==> config.mk <==
export PLATFORM = sky130hd
export DESIGN_NAME = digit_serial_adder
export DESIGN_NICKNAME = d
export VERILOG_FILES = /design/src/rtl/adder_pkg.sv /design/src/rtl/rca_slice.sv /design/src/rtl/digit_serial_adder.sv
export SDC_FILE = /design/constraint.sdc
export NUM_CORES = 1
export LEC_CHECK = 0
export ABC_AREA = 1
export CELL_PAD_IN_SITES_DETAIL_PLACEMENT = 0
export CELL_PAD_IN_SITES_GLOBAL_PLACEMENT = 1
export CORE_ASPECT_RATIO = 0.75
export CORE_MARGIN = 3
export CORE_UTILIZATION = 33
export CTS_CLUSTER_SIZE = 30
export DETAILED_ROUTE_END_ITERATION = 12
export MAX_ROUTING_LAYER = met4
export PLACE_DENSITY_LB_ADDON = 0.1
export SLEW_MARGIN = 10
export SYNTH_ARGS = -nofsm -noshare
export SYNTH_HDL_FRONTEND = slang
export SYNTH_HIERARCHICAL = 1
export SYNTH_SLANG_ARGS = --single-unit
==> constraint.sdc <==
create_clock -name clk -period 2.5 [get_ports clk]
set_clock_uncertainty 0.05 [all_clocks]
set_input_delay 0.25 -clock clk [delete_from_list [all_inputs] [get_ports clk]]
set_output_delay 0.25 -clock clk [all_outputs]
set_load 0.01 [all_outputs]
==> src/rtl/adder_pkg.sv <==
// Shared definitions for the digit-serial adder: FSM state encoding and
// the helpers that size the digit counter.
package adder_pkg;

  typedef enum logic [1:0] {
    ST_IDLE = 2'd0,
    ST_RUN  = 2'd1,
    ST_DONE = 2'd2
  } state_t;

  // Number of digits (and therefore RUN cycles) in one operation.
  function automatic int calc_ndig(input int width, input int digit);
    return width / digit;
  endfunction

  // Digit counter width; a single-digit adder still needs one bit.
  function automatic int calc_cnt_w(input int ndig);
    return (ndig <= 1) ? 1 : $clog2(ndig);
  endfunction

endpackage

==> src/rtl/rca_slice.sv <==
// DIGIT-bit ripple-carry adder built from full adders. Purely
// combinational; the digit-serial adder reuses one instance every cycle.
module rca_slice #(
  parameter int DIGIT = 4
) (
  input  logic [DIGIT-1:0] a,
  input  logic [DIGIT-1:0] b,
  input  logic             ci,
  output logic [DIGIT-1:0] sum,
  output logic             co
);

  logic [DIGIT:0] w_c;

  assign w_c[0] = ci;

  for (genvar i = 0; i < DIGIT; i++) begin : g_fa
    assign sum[i]   = a[i] ^ b[i] ^ w_c[i];
    assign w_c[i+1] = (a[i] & b[i]) | (w_c[i] & (a[i] ^ b[i]));
  end

  assign co = w_c[DIGIT];

endmodule

==> src/rtl/digit_serial_adder.sv <==
// Digit-serial adder: adds two WIDTH-bit operands DIGIT bits per clock,
// least significant digit first, through one shared rca_slice. The carry
// between digits lives only in r_carry.
//
// Optional feature macro: SUBTRACT_EN adds the 'sub' port. With sub=1 at
// accept, y is inverted as it is captured and the carry is seeded with 1,
// giving {c_out,s} = x - y (c_out=1 means no borrow).
//
// state   | meaning
// IDLE    | waiting for start; s/c_out hold the last result
// RUN     | one digit added per cycle, NDIG cycles
// DONE    | one-cycle done pulse; start here chains the next operation
module digit_serial_adder
  import adder_pkg::*;
#(
  parameter int WIDTH = 16,
  parameter int DIGIT = 4
) (
  input  logic             clk,
  input  logic             rst,
  input  logic             start,
  input  logic [WIDTH-1:0] x,
  input  logic [WIDTH-1:0] y,
  input  logic             c_in,
`ifdef SUBTRACT_EN
  input  logic             sub,
`endif
  output logic             busy,
  output logic             done,
  output logic [WIDTH-1:0] s,
  output logic             c_out
);

  localparam int NDIG  = calc_ndig(WIDTH, DIGIT);
  localparam int CNT_W = calc_cnt_w(NDIG);
  localparam logic [CNT_W-1:0] LAST_DIG = CNT_W'(NDIG - 1);

  if ((DIGIT < 1) || (DIGIT > WIDTH) || ((WIDTH % DIGIT) != 0)) begin : g_bad_param
    $error("digit_serial_adder: DIGIT must divide WIDTH and lie in 1..WIDTH");
  end

  state_t           r_state;
  logic             r_busy;
  logic             r_done;
  logic [WIDTH-1:0] r_s;
  logic             r_c_out;

  logic [WIDTH-1:0] r_x;
  logic [WIDTH-1:0] r_y;
  logic             r_carry;
  logic [CNT_W-1:0] r_cnt;

  logic             w_accept;
  logic             w_step;
  logic             w_last;
  logic [WIDTH-1:0] w_y_load;
  logic             w_ci_load;
  logic [DIGIT-1:0] w_slice_sum;
  logic             w_co;
  logic [WIDTH-1:0] w_sum_next;

  assign w_accept = start && ((r_state == ST_IDLE) || (r_state == ST_DONE));
  assign w_step   = (r_state == ST_RUN);
  assign w_last   = w_step && (r_cnt == LAST_DIG);

  // Operand B and the initial carry as they are captured; subtraction
  // stores ~y so the slice itself never needs to know about sub.
  always_comb begin
    w_y_load  = y;
    w_ci_load = c_in;
`ifdef SUBTRACT_EN
    if (sub) begin
      w_y_load  = ~y;
      w_ci_load = 1'b1;
    end
`endif
  end

  rca_slice #(
    .DIGIT(DIGIT)
  ) u_slice (
    .a  (r_x[DIGIT-1:0]),
    .b  (r_y[DIGIT-1:0]),
    .ci (r_carry),
    .sum(w_slice_sum),
    .co (w_co)
  );

  // The partial sum keeps only the digits already finished; the digit
  // being added this cycle is appended on top, so the complete sum is
  // available combinationally on the final RUN edge.
  if (DIGIT < WIDTH) begin : g_acc
    logic [WIDTH-DIGIT-1:0] r_acc;

    // Shift each finished digit in from the top of the partial sum.
    always_ff @(posedge clk) begin
      if (rst) begin
        r_acc <= '0;
      end else if (w_accept) begin
        r_acc <= '0;
      end else if (w_step) begin
        r_acc <= w_sum_next[WIDTH-1:DIGIT];
      end
    end

    assign w_sum_next = {w_slice_sum, r_acc};
  end else begin : g_no_acc
    assign w_sum_next = w_slice_sum;
  end

  // Working operands, inter-digit carry and digit counter.
  always_ff @(posedge clk) begin
    if (rst) begin
      r_x     <= '0;
      r_y     <= '0;
      r_carry <= 1'b0;
      r_cnt   <= '0;
    end else if (w_accept) begin
      r_x     <= x;
      r_y     <= w_y_load;
      r_carry <= w_ci_load;
      r_cnt   <= '0;
    end else if (w_step) begin
      r_x     <= r_x >> DIGIT;
      r_y     <= r_y >> DIGIT;
      r_carry <= w_co;
      r_cnt   <= r_cnt + CNT_W'(1);
    end
  end

  // Control FSM with registered handshake and result outputs.
  always_ff @(posedge clk) begin
    if (rst) begin
      r_state <= ST_IDLE;
      r_busy  <= 1'b0;
      r_done  <= 1'b0;
      r_s     <= '0;
      r_c_out <= 1'b0;
    end else begin
      r_done <= 1'b0;
      case (r_state)
        ST_IDLE, ST_DONE: begin
          if (w_accept) begin
            r_state <= ST_RUN;
            r_busy  <= 1'b1;
          end else begin
            r_state <= ST_IDLE;
          end
        end
        ST_RUN: begin
          if (w_last) begin
            r_state <= ST_DONE;
            r_busy  <= 1'b0;
            r_done  <= 1'b1;
            r_s     <= w_sum_next;
            r_c_out <= w_co;
          end
        end
        default: begin
          r_state <= ST_IDLE;
          r_busy  <= 1'b0;
        end
      endcase
    end
  end

  assign busy  = r_busy;
  assign done  = r_done;
  assign s     = r_s;
  assign c_out = r_c_out;

endmodule

==> metrics.txt <==
Post-Route Utilization=about 45%; die area=around 11000 µm²; setup TNS=0 ps; relative slew slack=69.3%; Post-synth EDFFs=0; Die W=117 µm; Clock Power Share=48.4%; Seq pwr share=40.2%; syn nets=roughly 450; Setup crit end=g_acc.r_acc[11]$_SDFFE_PP0P_; #FFs+latches synth=slightly below 70; row count=29; R2R cell count=10; clk buf depth=2; min-delay worst type=flop to flop; Starting DRT DRC Count=between 100 and 150; Finish-stage setup viols=0; Power Dens Cells=736 nW/µm²; worst r2r src=r_x[0]$_SDFFE_PP0P_; Worst Setup Start Kind=flop; HPWL after detailed placement=4.99 mm; P_sw=around 0.7 mW; TritonCTS clock tree=built; worst slew pin tran=between 400 and 500 ps; wire length per cell=approximately 13 µm; Slew Limit Fails=0; n_diodes=0; Num CTS Buffers=9; routed via count=roughly 2.6k; antenna-violating nets left=0; initial antenna violation count=0; CP startpoint=r_x[0]$_SDFFE_PP0P_; post-synth cell types=28; Root Buffer=clkbuf_16; Core ar.=8740 µm²; r2r endpoint=g_acc.r_acc[11]$_SDFFE_PP0P_; Sw Ratio=a little under a quarter; maxcap violations=0; top-count cell post-synth=nand2_1; vias per inst=approximately 4.5; r2r setup slk=roughly 270 ps; Slowest cell on crit path=fa_1; Critical Path RT=2710 ps; register area share after synthesis=44.3%; P_leak=between 1.5 and 2 nW; clk slew on worst S/H paths=around 60 ps; worst-path maximum fanout=2; Layout area overhead=29.1%; Mapped Area=between 3000 and 4000 µm²; Setup Fix Bufs, Post-CTS=0; total gr overflow=0; Routability Congestion=around 0.73; DRC viols=0; VDD IR max=~280 µV; YS warnings=6; Initial Util=between 30% and 40%; Post-synth ARST share=0%; final setup margin=about 270 ps; quantity of I/O buffers inserted on ports=54; DP Worst Slack=265 ps; ratio of final minimum period to clock period=between 80% and 90%; first-pass GRT wire length=between 10 and 15 mm; layout cell share with drive strength beyond 1=10.5%; RSZ-0062 raised after global routing=no; CTS sink count=between 60 and 70; largest net degree at the start of global routing=31; worst endpoint data arrival time=about 2400 ps; Post-CTS Hold Buffers=0; crit path capture type=flop; Detailed Routing Iterations Pass 1=4; vias in the first global route=between 2k and 2.5k; cells after synthesis=between 400 and 500; main area contributors after synthesis=dfxtp_1, nand2_1, nand3_1, inv_1, a21oi_1; status=finished, final reports clean; syn_area_per_cell=about 7.6 µm²; top cell type's share of synthesized area=between 40 and 50%; hold slack=around 410 ps; Worst path max stage delay=a little over 400 ps; io pins=55; H-Tree Depth=3; Clock Latency Late Sink=about 330 ps; final wirelength=approximately 7.4 mm; Synth area leader=dfxtp_1; die height=just under 90 µm; WS Path Type=flop to flop; most frequent cells after synthesis=nand2_1, dfxtp_1, inv_1; final hold viol count=0; fin crit period=2230 ps; worst path cell trace=fa_1 -> inv_1 -> fa_1 -> inv_1 -> fa_1 -> inv_1 -> fa_1 -> inv_1 -> o21ai_0 -> a21oi_1; maximum clock rate=~450 MHz; nets=493; Logic pwr share=between 10% and 20%; internal cell power=approximately 2.2 mW; total global-route track usage=roughly 15%; Post-CTS Resized=0; Top FF cell, synth=dfxtp_1; Tot Pwr=slightly below 3 mW
worst min-delay path by stage:
stage	cells past startpoint	from	slack (ps)	endpoint
6_report	2	g_acc.r_acc[6]$_SDFFE_PP0P_	410	s[6]$_SDFFE_PP0P_
5_1_grt	2	r_y[12]$_SDFFE_PP0P_	440	r_y[12]$_SDFFE_PP0P_
4_1_cts	2	r_x[14]$_SDFFE_PP0P_	420	r_x[14]$_SDFFE_PP0P_
3_5_place_dp	2	r_x[14]$_SDFFE_PP0P_	410	r_x[14]$_SDFFE_PP0P_
3_3_place_gp	2	r_x[15]$_SDFFE_PP0P_	410	r_x[15]$_SDFFE_PP0P_
2_1_floorplan	2	y[13]	330	r_y[13]$_SDFFE_PP0P_
metal layers:
metal / wire length (µm) / up-vias / GRT usage (%)
met5: 0 / - / -
met4: 56 / 0 / 4.79
met3: 322 / 7 / 5.00
met2: 3030 / 43 / 22.1
met1: 3960 / 1206 / 20.2
li1: - / 1362 / -
through the flow:
stage / area, µm² / std cells
2_1_floorplan: 3070 / 404
3_3_place_gp: 3630 / 565
3_5_place_dp: 3630 / 565
4_1_cts: 3970 / 581
5_1_grt: 3970 / 581
6_report: 3970 / 581
kinds of logic after synthesis:
kind of cell | count (synthesis) | share of synthesized area (%)
AND/OR/NAND/NOR | 187 | 28.0
AO/OA/AOI/OAI | 62 | 11.2
XOR/XNOR | 1 | 0.285
flip-flops | 68 | 44.3
buffers and inverters | 81 | 13.1
adder cells (fa/ha/maj) | 5 | 3.02
worst max-delay path: cells and delay by family (launching register included):
kind            cells  cell delay, ps
fa+ha+maj           4            1310
flops               1             330
compound gates      2             220
buf+inv             4             250
registers in the layout (all words and copies together) (netlist names):
register / flops
done: 1
r_carry: 1
r_x: 16
r_state: 2
s: 16
c_out: 1
busy: 1
g_acc.r_acc: 12
r_y: 16
r_cnt: 2
area by class of cell:
cell class	count	area [µm²]
fillers	924	4780
clock inverters	4	70.1
repair buffers	59	578
clock buffers	12	267
flip-flops and latches	68	1360
multi-input cells	255	1310
inverters	59	226
well taps	124	155
power by group through the flow:
| stage | clock network [mW] | registers (mW) | logic [mW] |
|---|---|---|---|
| 2_1_floorplan | 0 | 1.19 | 0.239 |
| 3_3_place_gp | 0 | 1.20 | 0.334 |
| 3_5_place_dp | 0 | 1.20 | 0.334 |
| 4_1_cts | 1.44 | 1.17 | 0.337 |
| 5_1_grt | 1.50 | 1.18 | 0.383 |
| 6_report | 1.41 | 1.17 | 0.331 |
cell usage in the layout (no fill, tap or decap), types with 2 or more instances in the layout:
| cell type | n |
|---|---|
| buf_4 | 5 |
| nand3_2 | 6 |
| clkinv_2 | 2 |
| a21oi_1 | 30 |
| o21ai_0 | 23 |
| bufinv_16 | 2 |
| nor2_1 | 26 |
| nor2_4 | 2 |
| inv_2 | 6 |
| dfxtp_1 | 68 |
| nand3_1 | 40 |
| a21oi_2 | 6 |
| clkdlybuf4s50_1 | 54 |
| nor3_1 | 9 |
| fa_1 | 4 |
| clkbuf_16 | 9 |
| clkbuf_8 | 3 |
| inv_4 | 2 |
| o211a_1 | 2 |
| nand2_2 | 2 |
| nand2_1 | 99 |
| inv_1 | 51 |
No activity file was read; power rests on OpenSTA's default activity.
